## config.mk

```make
export PLATFORM = sky130hd
export DESIGN_NAME = fifo_burst_rd
export DESIGN_NICKNAME = d
export VERILOG_FILES = /design/src/rtl/fifo_burst_rd.sv
export SDC_FILE = /design/constraint.sdc
export NUM_CORES = 1
export LEC_CHECK = 0
export CAP_MARGIN = 20
export CORE_MARGIN = 4
export CORE_UTILIZATION = 53
export CTS_CLUSTER_DIAMETER = 200
export DETAILED_ROUTE_END_ITERATION = 16
export HOLD_SLACK_MARGIN = 0.15
export PLACE_DENSITY = 0.85
export SYNTH_ARGS = -nofsm -noshare
export SYNTH_HDL_FRONTEND = slang
export SYNTH_SLANG_ARGS = --single-unit
```

## constraint.sdc

```tcl
create_clock -name clk -period 7.95 [get_ports clk]
set_clock_uncertainty 0.15 [all_clocks]
set_input_delay 2.385 -clock clk [delete_from_list [all_inputs] [get_ports clk]]
set_output_delay 2.385 -clock clk [all_outputs]
set_load 0.01 [all_outputs]
```

## src/rtl/fifo_burst_rd.sv

```systemverilog
// Burst reader: pulls a requested number of words from a FIFO and streams them out
// through a 2-entry skid buffer. Optional empty-stall timeout under BURST_RD_TMO_EN.
module fifo_burst_rd #(
    parameter int FIFO_DWTH = 4,
    parameter int LEN_W     = 6,
    parameter int TMO_CYC   = 64
) (
    input  logic                 clk,
    input  logic                 rst,
    input  logic                 start,
    input  logic [LEN_W-1:0]     burst_len,
    input  logic                 empty,
    input  logic [FIFO_DWTH-1:0] dout,
    input  logic                 valid,
    output logic                 rden,
    output logic [FIFO_DWTH-1:0] m_data,
    output logic                 m_valid,
    input  logic                 m_ready,
    output logic                 busy,
    output logic                 done,
    output logic                 tmo
);

    typedef enum logic [1:0] {
        IDLE  = 2'd0,
        READ  = 2'd1,
        DRAIN = 2'd2,
        DONE  = 2'd3
    } state_t;

    state_t state_reg, state_next;

    logic [LEN_W-1:0] len_reg, len_next;
    logic [LEN_W-1:0] issued_reg, issued_next;
    logic [LEN_W-1:0] delivered_reg, delivered_next;
    logic [1:0]       inflight_reg, inflight_next;
    logic [1:0]       count_reg, count_next;
    logic             wr_ptr_reg, wr_ptr_next;
    logic             rd_ptr_reg, rd_ptr_next;

    logic [FIFO_DWTH-1:0] skid_data [2];

    logic       xfer;
    logic       accept;
    logic       tmo_hit;
    logic [2:0] pending;

    assign xfer   = m_valid & m_ready;
    assign accept = valid & (inflight_reg != 2'd0);

    // Words that will still occupy the skid once this cycle's pop retires; counting
    // the pop keeps a back-to-back stream at one word per cycle.
    assign pending = 3'(count_reg) + 3'(inflight_reg) - 3'(xfer);

    assign rden = (state_reg == READ) && !empty && (issued_reg < len_reg) &&
                  (pending < 3'd2) && !tmo_hit;

    assign m_valid = (count_reg != 2'd0);
    assign m_data  = m_valid ? skid_data[rd_ptr_reg] : '0;
    assign busy    = (state_reg != IDLE);
    assign done    = (state_reg == DONE);
    assign tmo     = tmo_hit;

    genvar gi;
    generate
        for (gi = 0; gi < 2; gi++) begin : g_skid
            logic [FIFO_DWTH-1:0] entry_reg;

            always_ff @(posedge clk or posedge rst) begin
                if (rst) begin
                    entry_reg <= '0;
                end else if (accept && (wr_ptr_reg == 1'(gi))) begin
                    entry_reg <= dout;
                end
            end

            assign skid_data[gi] = entry_reg;
        end
    endgenerate

`ifdef BURST_RD_TMO_EN
    localparam int TMO_W = $clog2(TMO_CYC + 1);

    logic [TMO_W-1:0] stall_reg, stall_next;

    assign tmo_hit = (state_reg == READ) && (stall_reg == TMO_W'(TMO_CYC));

    // Only an unbroken run of empty cycles with reads still owed counts toward abort.
    always_comb begin
        stall_next = '0;
        if ((state_reg == READ) && !rden && !tmo_hit && empty && (issued_reg < len_reg)) begin
            stall_next = stall_reg + 1'b1;
        end
    end

    always_ff @(posedge clk or posedge rst) begin
        if (rst) begin
            stall_reg <= '0;
        end else begin
            stall_reg <= stall_next;
        end
    end
`else
    // TMO_CYC has no role in this build; the comparison is constant false.
    assign tmo_hit = (TMO_CYC < 0);
`endif

    always_comb begin
        state_next     = state_reg;
        len_next       = len_reg;
        issued_next    = issued_reg;
        delivered_next = delivered_reg;
        inflight_next  = inflight_reg + 2'(rden) - 2'(accept);
        count_next     = count_reg + 2'(accept) - 2'(xfer);
        wr_ptr_next    = accept ? ~wr_ptr_reg : wr_ptr_reg;
        rd_ptr_next    = xfer ? ~rd_ptr_reg : rd_ptr_reg;

        if (rden) begin
            issued_next = issued_reg + 1'b1;
        end
        if (xfer) begin
            delivered_next = delivered_reg + 1'b1;
        end

        case (state_reg)
            IDLE: begin
                if (start) begin
                    len_next       = burst_len;
                    issued_next    = '0;
                    delivered_next = '0;
                    inflight_next  = '0;
                    state_next     = (burst_len == '0) ? DONE : READ;
                end
            end
            READ: begin
                if (tmo_hit) begin
                    state_next    = IDLE;
                    inflight_next = '0;
                    count_next    = '0;
                    wr_ptr_next   = 1'b0;
                    rd_ptr_next   = 1'b0;
                end else if (issued_reg == len_reg) begin
                    state_next = DRAIN;
                end
            end
            DRAIN: begin
                if ((delivered_reg == len_reg) && (count_reg == 2'd0)) begin
                    state_next = DONE;
                end
            end
            DONE: begin
                state_next = IDLE;
            end
            default: begin
                state_next = IDLE;
            end
        endcase
    end

    always_ff @(posedge clk or posedge rst) begin
        if (rst) begin
            state_reg     <= IDLE;
            len_reg       <= '0;
            issued_reg    <= '0;
            delivered_reg <= '0;
            inflight_reg  <= '0;
            count_reg     <= '0;
            wr_ptr_reg    <= 1'b0;
            rd_ptr_reg    <= 1'b0;
        end else begin
            state_reg     <= state_next;
            len_reg       <= len_next;
            issued_reg    <= issued_next;
            delivered_reg <= delivered_next;
            inflight_reg  <= inflight_next;
            count_reg     <= count_next;
            wr_ptr_reg    <= wr_ptr_next;
            rd_ptr_reg    <= rd_ptr_next;
        end
    end

endmodule

```

After elaboration in Yosys (flattened, before gate mapping)
Cells that the tools add are included.
W data, S select, Z words.
{"block": "totals", "mem_bits_rw": 0, "output_inout_bits": 9, "inputBits": 16, "reg_bits": 34, "mem_bits_ro": 0, "mem_count": 0, "latchBits": 0, "word_cells": 66}
{"block": "classes", "mux": 17, "n_shift": 0, "n_div": 0, "eq_ne": 8, "addsub": 8, "n_bitwise": 5, "n_mul": 0, "magnitude_cmp": 3, "n_reduce_logical": 15}
{"cell": "$mux W6", "count": 6}
{"cell": "$mux W4", "count": 4}
{"cell": "$add A6 B1 Y6 const B", "count": 2}
{"cell": "$eq A6 B6 Y1", "count": 2}
{"cell": "$mux W2", "count": 6}
{"cell": "$pmux W2 S4", "count": 1}
{"cell": "$logic_and A1 B1 Y1", "count": 6}
{"cell": "$logic_not A6 Y1", "count": 1}
{"cell": "$lt A6 B6 Y1", "count": 1}
{"cell": "$reduce_bool A2 Y1", "count": 3}
{"cell": "$add A2 B1 Y2", "count": 2}
{"cell": "$eq A2 B2 Y1 const B", "count": 2}
{"cell": "$logic_not A2 Y1", "count": 2}
{"cell": "$ne A2 B2 Y1 const B", "count": 2}
{"cell": "$sub A2 B1 Y2", "count": 2}
{"cell": "$add A2 B2 Y3", "count": 1}
{"cell": "$lt A3 B2 Y1 const B", "count": 1}
{"cell": "$reduce_and A3 Y1", "count": 1}
{"cell": "$sub A3 B1 Y3", "count": 1}
{"cell": "$and A1 B1 Y1", "count": 2}
{"cell": "$eq A2 B1 Y1 const B", "count": 1}
{"cell": "$ge A2 B2 Y1 const B", "count": 1}
{"cell": "$ne A2 B1 Y1 const B", "count": 1}
{"cell": "$not A1 Y1", "count": 2}
{"cell": "3 further kinds", "count": 3}

Logic depth before layout (Yosys ltp)
{"block": "logic_depth", "ltp_word": 9, "mapped_depth": 11, "depth_no_buf": 11}

Least setup slack after synthesis
OpenSTA, ideal clock, no wires.
{"block": "synth_timing", "path_type": "input to output", "start": "in m_ready", "end": "out rden", "arrival_ns": 3.673, "cell_stages": 7, "setup_slack_ns": 1.742, "n_path_buf": 0, "path_cell_list": "nand2_1 -> nor2_1 -> o21ai_0 -> fa_1 -> xor2_1 -> o21ai_0 -> nor3_1"}
{"block": "synth_between", "elab_chain_cells": 4}
{"item": "start, declared", "line_no": "18", "text": "input logic m_ready,"}
{"item": "$and A1 B1 Y1", "line_no": "48", "text": "assign xfer = m_valid & m_ready;"}
{"item": "$sub A3 B1 Y3", "line_no": "53", "text": "assign pending = 3'(count_reg) + 3'(inflight_reg) - 3'(xfer);"}
{"item": "$lt A3 B2 Y1", "line_no": "56", "text": "(pending < 3'd2) && !tmo_hit;"}
{"item": "$logic_and A1 B1 Y1", "line_no": "55", "text": "assign rden = (state_reg == READ) && !empty && (issued_reg < len_reg) &&"}
{"item": "end, declared", "line_no": "15", "text": "output logic rden,"}
No other way between the ends.

Worst setup path after layout
Same ends and word-level chain as after synthesis.

==> impl_metrics.yaml <==
cts:
  clock_path_buffers: 2
  post_cts_resize_count: 0
  clock_tree.htree_level_count: 2
  insertion_delay_ns: 0.29
  cts_inserted_buffers: 5
  clock-root-buffer: "sky130_fd_sc_hd__clkbuf_8"
  cts_setup_buffers: 0
  clock_tree_from_tritoncts: "yes"
  clk_transition_reported_paths_ns: 0.07
  clkSinkCount: 34
  post_cts_hold_buffer_count: 0
global_route:
  grt_most_used_layer: "met2"
  grt_overflow: 0
  global_route_wire_length_before_repair_mm: 6.341
  first_global_vias: 1412
  grtUsageMet2_pct: 33.02
  antenna_found_initial: 0
  global_route.usage.met3_pct: 4.862
  largest_net_degree_at_the_start_of_global_routing: 35
  grtUsageTotal_pct: 18.47
  grtUsageMet1_pct: 21.40
synth:
  synthTopCellsByArea: "sky130_fd_sc_hd__dfrtp_1, sky130_fd_sc_hd__ha_1, sky130_fd_sc_hd__xnor2_1"
  synthesis.area_um2: 1953
  yosys.area.top_type: "sky130_fd_sc_hd__dfrtp_1"
  syn_avg_cell_area_um2: 10.02
  postSynth.asyncResetShare_pct: 100.0
  syn_inst: 195
  synth_top_cell_area_share_pct: 43.56
  synth_enable_flop_cells: 0
  postSynthNetCount: 229
  synth_cell_types: 29
  ys.flop_type: "sky130_fd_sc_hd__dfrtp_1"
  synth_seq_area_share_pct: 43.56
  ys_seq_elements: 34
  synthesis.yosys.warnings: 0
worst_setup_path:
  crit_chain: "clkdlybuf4s50_1 > nand2_1 > nor2_1 > o21ai_0 > fa_1 > xor2_1 > o21ai_0 > nor3_1 > clkdlybuf4s50_1"
  cpPeakStageDelay_ns: 0.58
  worstSetupEndpointType: "output port"
  worstSetupPathType: "in -> out"
  critPathSlowestCell: "sky130_fd_sc_hd__clkdlybuf4s50_1"
  crit_required_ns: 5.41
  worst_setup_path_start_kind: "input port"
  worst_ep_arrival_time_ns: 4.77
  timing.critical_path.fanout_max: 4
power:
  power.clock.fraction_pct: 20.3
  combinational_group_share_of_total_power_pct: 45.4
  pwr-share-seq_pct: 34.2
  switching_share_pct: 36.80
  power.total_mw: 0.9356
  switching_power_mw: 0.3443
  power_density_cells_nw_per_um2: 395.9
  power_report.internal_total_mw: 0.5913
  ir_drop_mv: 0.1861
  power.leakage_nw: 1.093
final_layout:
  drive_above_1_share_pct: 10.81
  number_of_filler_cells_placed_in_the_layout: 270
  insertedDiodeCount: 0
  layout-area-overhead-vs-synth_pct: 21.01
  largest_reg_flops: 8
  final_nets: 255
  fin_area_um2: 2364
drt:
  drt_first_pass_iters: 4
  drc_errors: 0
  post_route_antenna_net_violation_count: 0
  drtIter0Drc: 66
  route.detailed.wl_per_inst_um: 13.60
  post_drt_via_cell_ratio: 5.205
  wl_mm: 3.645
  via_count: 1395
worst_hold_path:
  worst_hold_path_type: "reg -> reg"
timing:
  final.setup.tns_ns: 0
  timing_hold_violations_final: 0
  layout_worst_path_cycle_share_pct: 91.87
  worstMarginPinSlew_ns: 0.7968
  setup_violations: 0
  fin_worst_hold_slack_ns: 0.3575
  fin_crit_ns: 7.304
  maxSlewHeadroom_pct: 46.88
  max_freq_ghz: 0.1369
  rsz0062_at_grt: "no"
  timing.final.max_slew_violations: 0
place:
  dpl_cell_area_um2: 2226
  finalWeightedCongestion: 0.8060
  count_of_buffers_from_port_buffering: 23
  hpwl_mm: 2.752
floorplan:
  placement_rows: 21
  start_util_pct: 56.74
  fp.dieArea_um2: 4720
  die_h_um: 68.71
  fp.dieW_um: 68.71
  i_o_pin_cnt: 25
  floorplan.core_area_um2: 3442
job:
  cap_violations: 0
outcome:
  result_of_the_run: "complete, no violations"
==> synth_stat cells (all sizes together), types with 7 or more instances <==
cell type / instances
dfrtp: 34
inv: 19
nand2: 19
nor2: 19
ha: 17
xnor2: 12
o21ai: 11
mux2: 8
mux2i: 8
xor2: 8
a21oi: 7
nand4: 7
==> placed cells by master (no fill, tap or decap), types with 10 or more instances in the layout <==
| master | Yosys | final |
|---|---|---|
| sky130_fd_sc_hd__clkdlybuf4s50_1 | 0 | 23 |
| sky130_fd_sc_hd__nand2_1 | 19 | 19 |
| sky130_fd_sc_hd__xnor2_1 | 12 | 12 |
| sky130_fd_sc_hd__inv_1 | 19 | 19 |
| sky130_fd_sc_hd__dfrtp_1 | 34 | 34 |
| sky130_fd_sc_hd__o21ai_0 | 10 | 10 |
| sky130_fd_sc_hd__nor2_1 | 18 | 18 |
| sky130_fd_sc_hd__ha_1 | 17 | 17 |
==> power groups by stage <==
| stage | clock network (mW) | logic, mW | registers, mW |
|---|---|---|---|
| final | 0.190 | 0.425 | 0.320 |
| after CTS | 0.194 | 0.431 | 0.321 |
| after global placement | 0 | 0.409 | 0.319 |
| after global routing | 0.202 | 0.485 | 0.331 |
| after detailed placement | 0 | 0.427 | 0.324 |
| after floorplan | 0 | 0.317 | 0.301 |
==> worst paths after layout <==
path                       slack, ns                                  to  cells after the start                                from
setup / recovery                0.65                                rden                      9                             m_ready
hold / removal                  0.36  g_skid[0].entry_reg[0]$_DFFE_PP0P_                      1  g_skid[0].entry_reg[0]$_DFFE_PP0P_
setup reg to reg                5.14           inflight_reg[1]$_DFF_PP0_                     10              count_reg[1]$_DFF_PP0_
hold reg to reg                 0.36  g_skid[0].entry_reg[0]$_DFFE_PP0P_                      1  g_skid[0].entry_reg[0]$_DFFE_PP0P_
max in group asynchronous       5.02           inflight_reg[0]$_DFF_PP0_                      3                                 rst
min in group asynchronous       2.33              rd_ptr_reg$_DFFE_PP0P_                      3                                 rst
==> logic make-up after synthesis <==
logic type,count (synthesis),synth area share (%)
AO/OA/AOI/OAI,22,6.727
flip-flops,34,43.56
other,1,0.1920
buffers and inverters,24,4.805
adder cells (fa/ha/maj),18,11.92
XOR/XNOR,20,8.969
AND/OR/NAND/NOR,60,15.12
multiplexers,16,8.713
==> cell type report <==
cell class                 count  area (um2)  area share (%)
tap                           46       57.56           2.435
multi-input combinational    137        1008           42.67
inverter                      19       71.32           3.017
clock inverter                 3       68.82           2.912
sequential                    34       850.8           36.00
timing repair buffer          24       237.7           10.06
clock buffer                   5       68.82           2.912
==> metal layers <==
metal  part of all wire (%)  wire length, um  up-vias
met4                    2.0               74        0
met2                     52             1879       21
li1                       -                -      696
met1                     44             1592      669
met3                    2.7               98        9
met5                      0                0        -
==> worst max-delay path, delay by kind of cell <==
kind	cells	cell delay, ns
adder cells (fa/ha/maj)	1	0.39
buffers and inverters	2	1.10
AND/OR/NAND/NOR	3	0.43
AO/OA/AOI/OAI	2	0.31
XOR/XNOR	1	0.15
==> through the flow <==
step / std cells / util (%) / worst slack (ns)
3_5_place_dp: 260 / 64.67 / 0.6280
6_report: 268 / 68.67 / 0.6463
2_1_floorplan: 195 / - / 1.742
4_1_cts: 268 / 68.67 / 0.6169
5_1_grt: 268 / 68.67 / 0.4862
3_3_place_gp: 260 / 64.67 / 0.6669
Power figures use the tool's default switching activity.
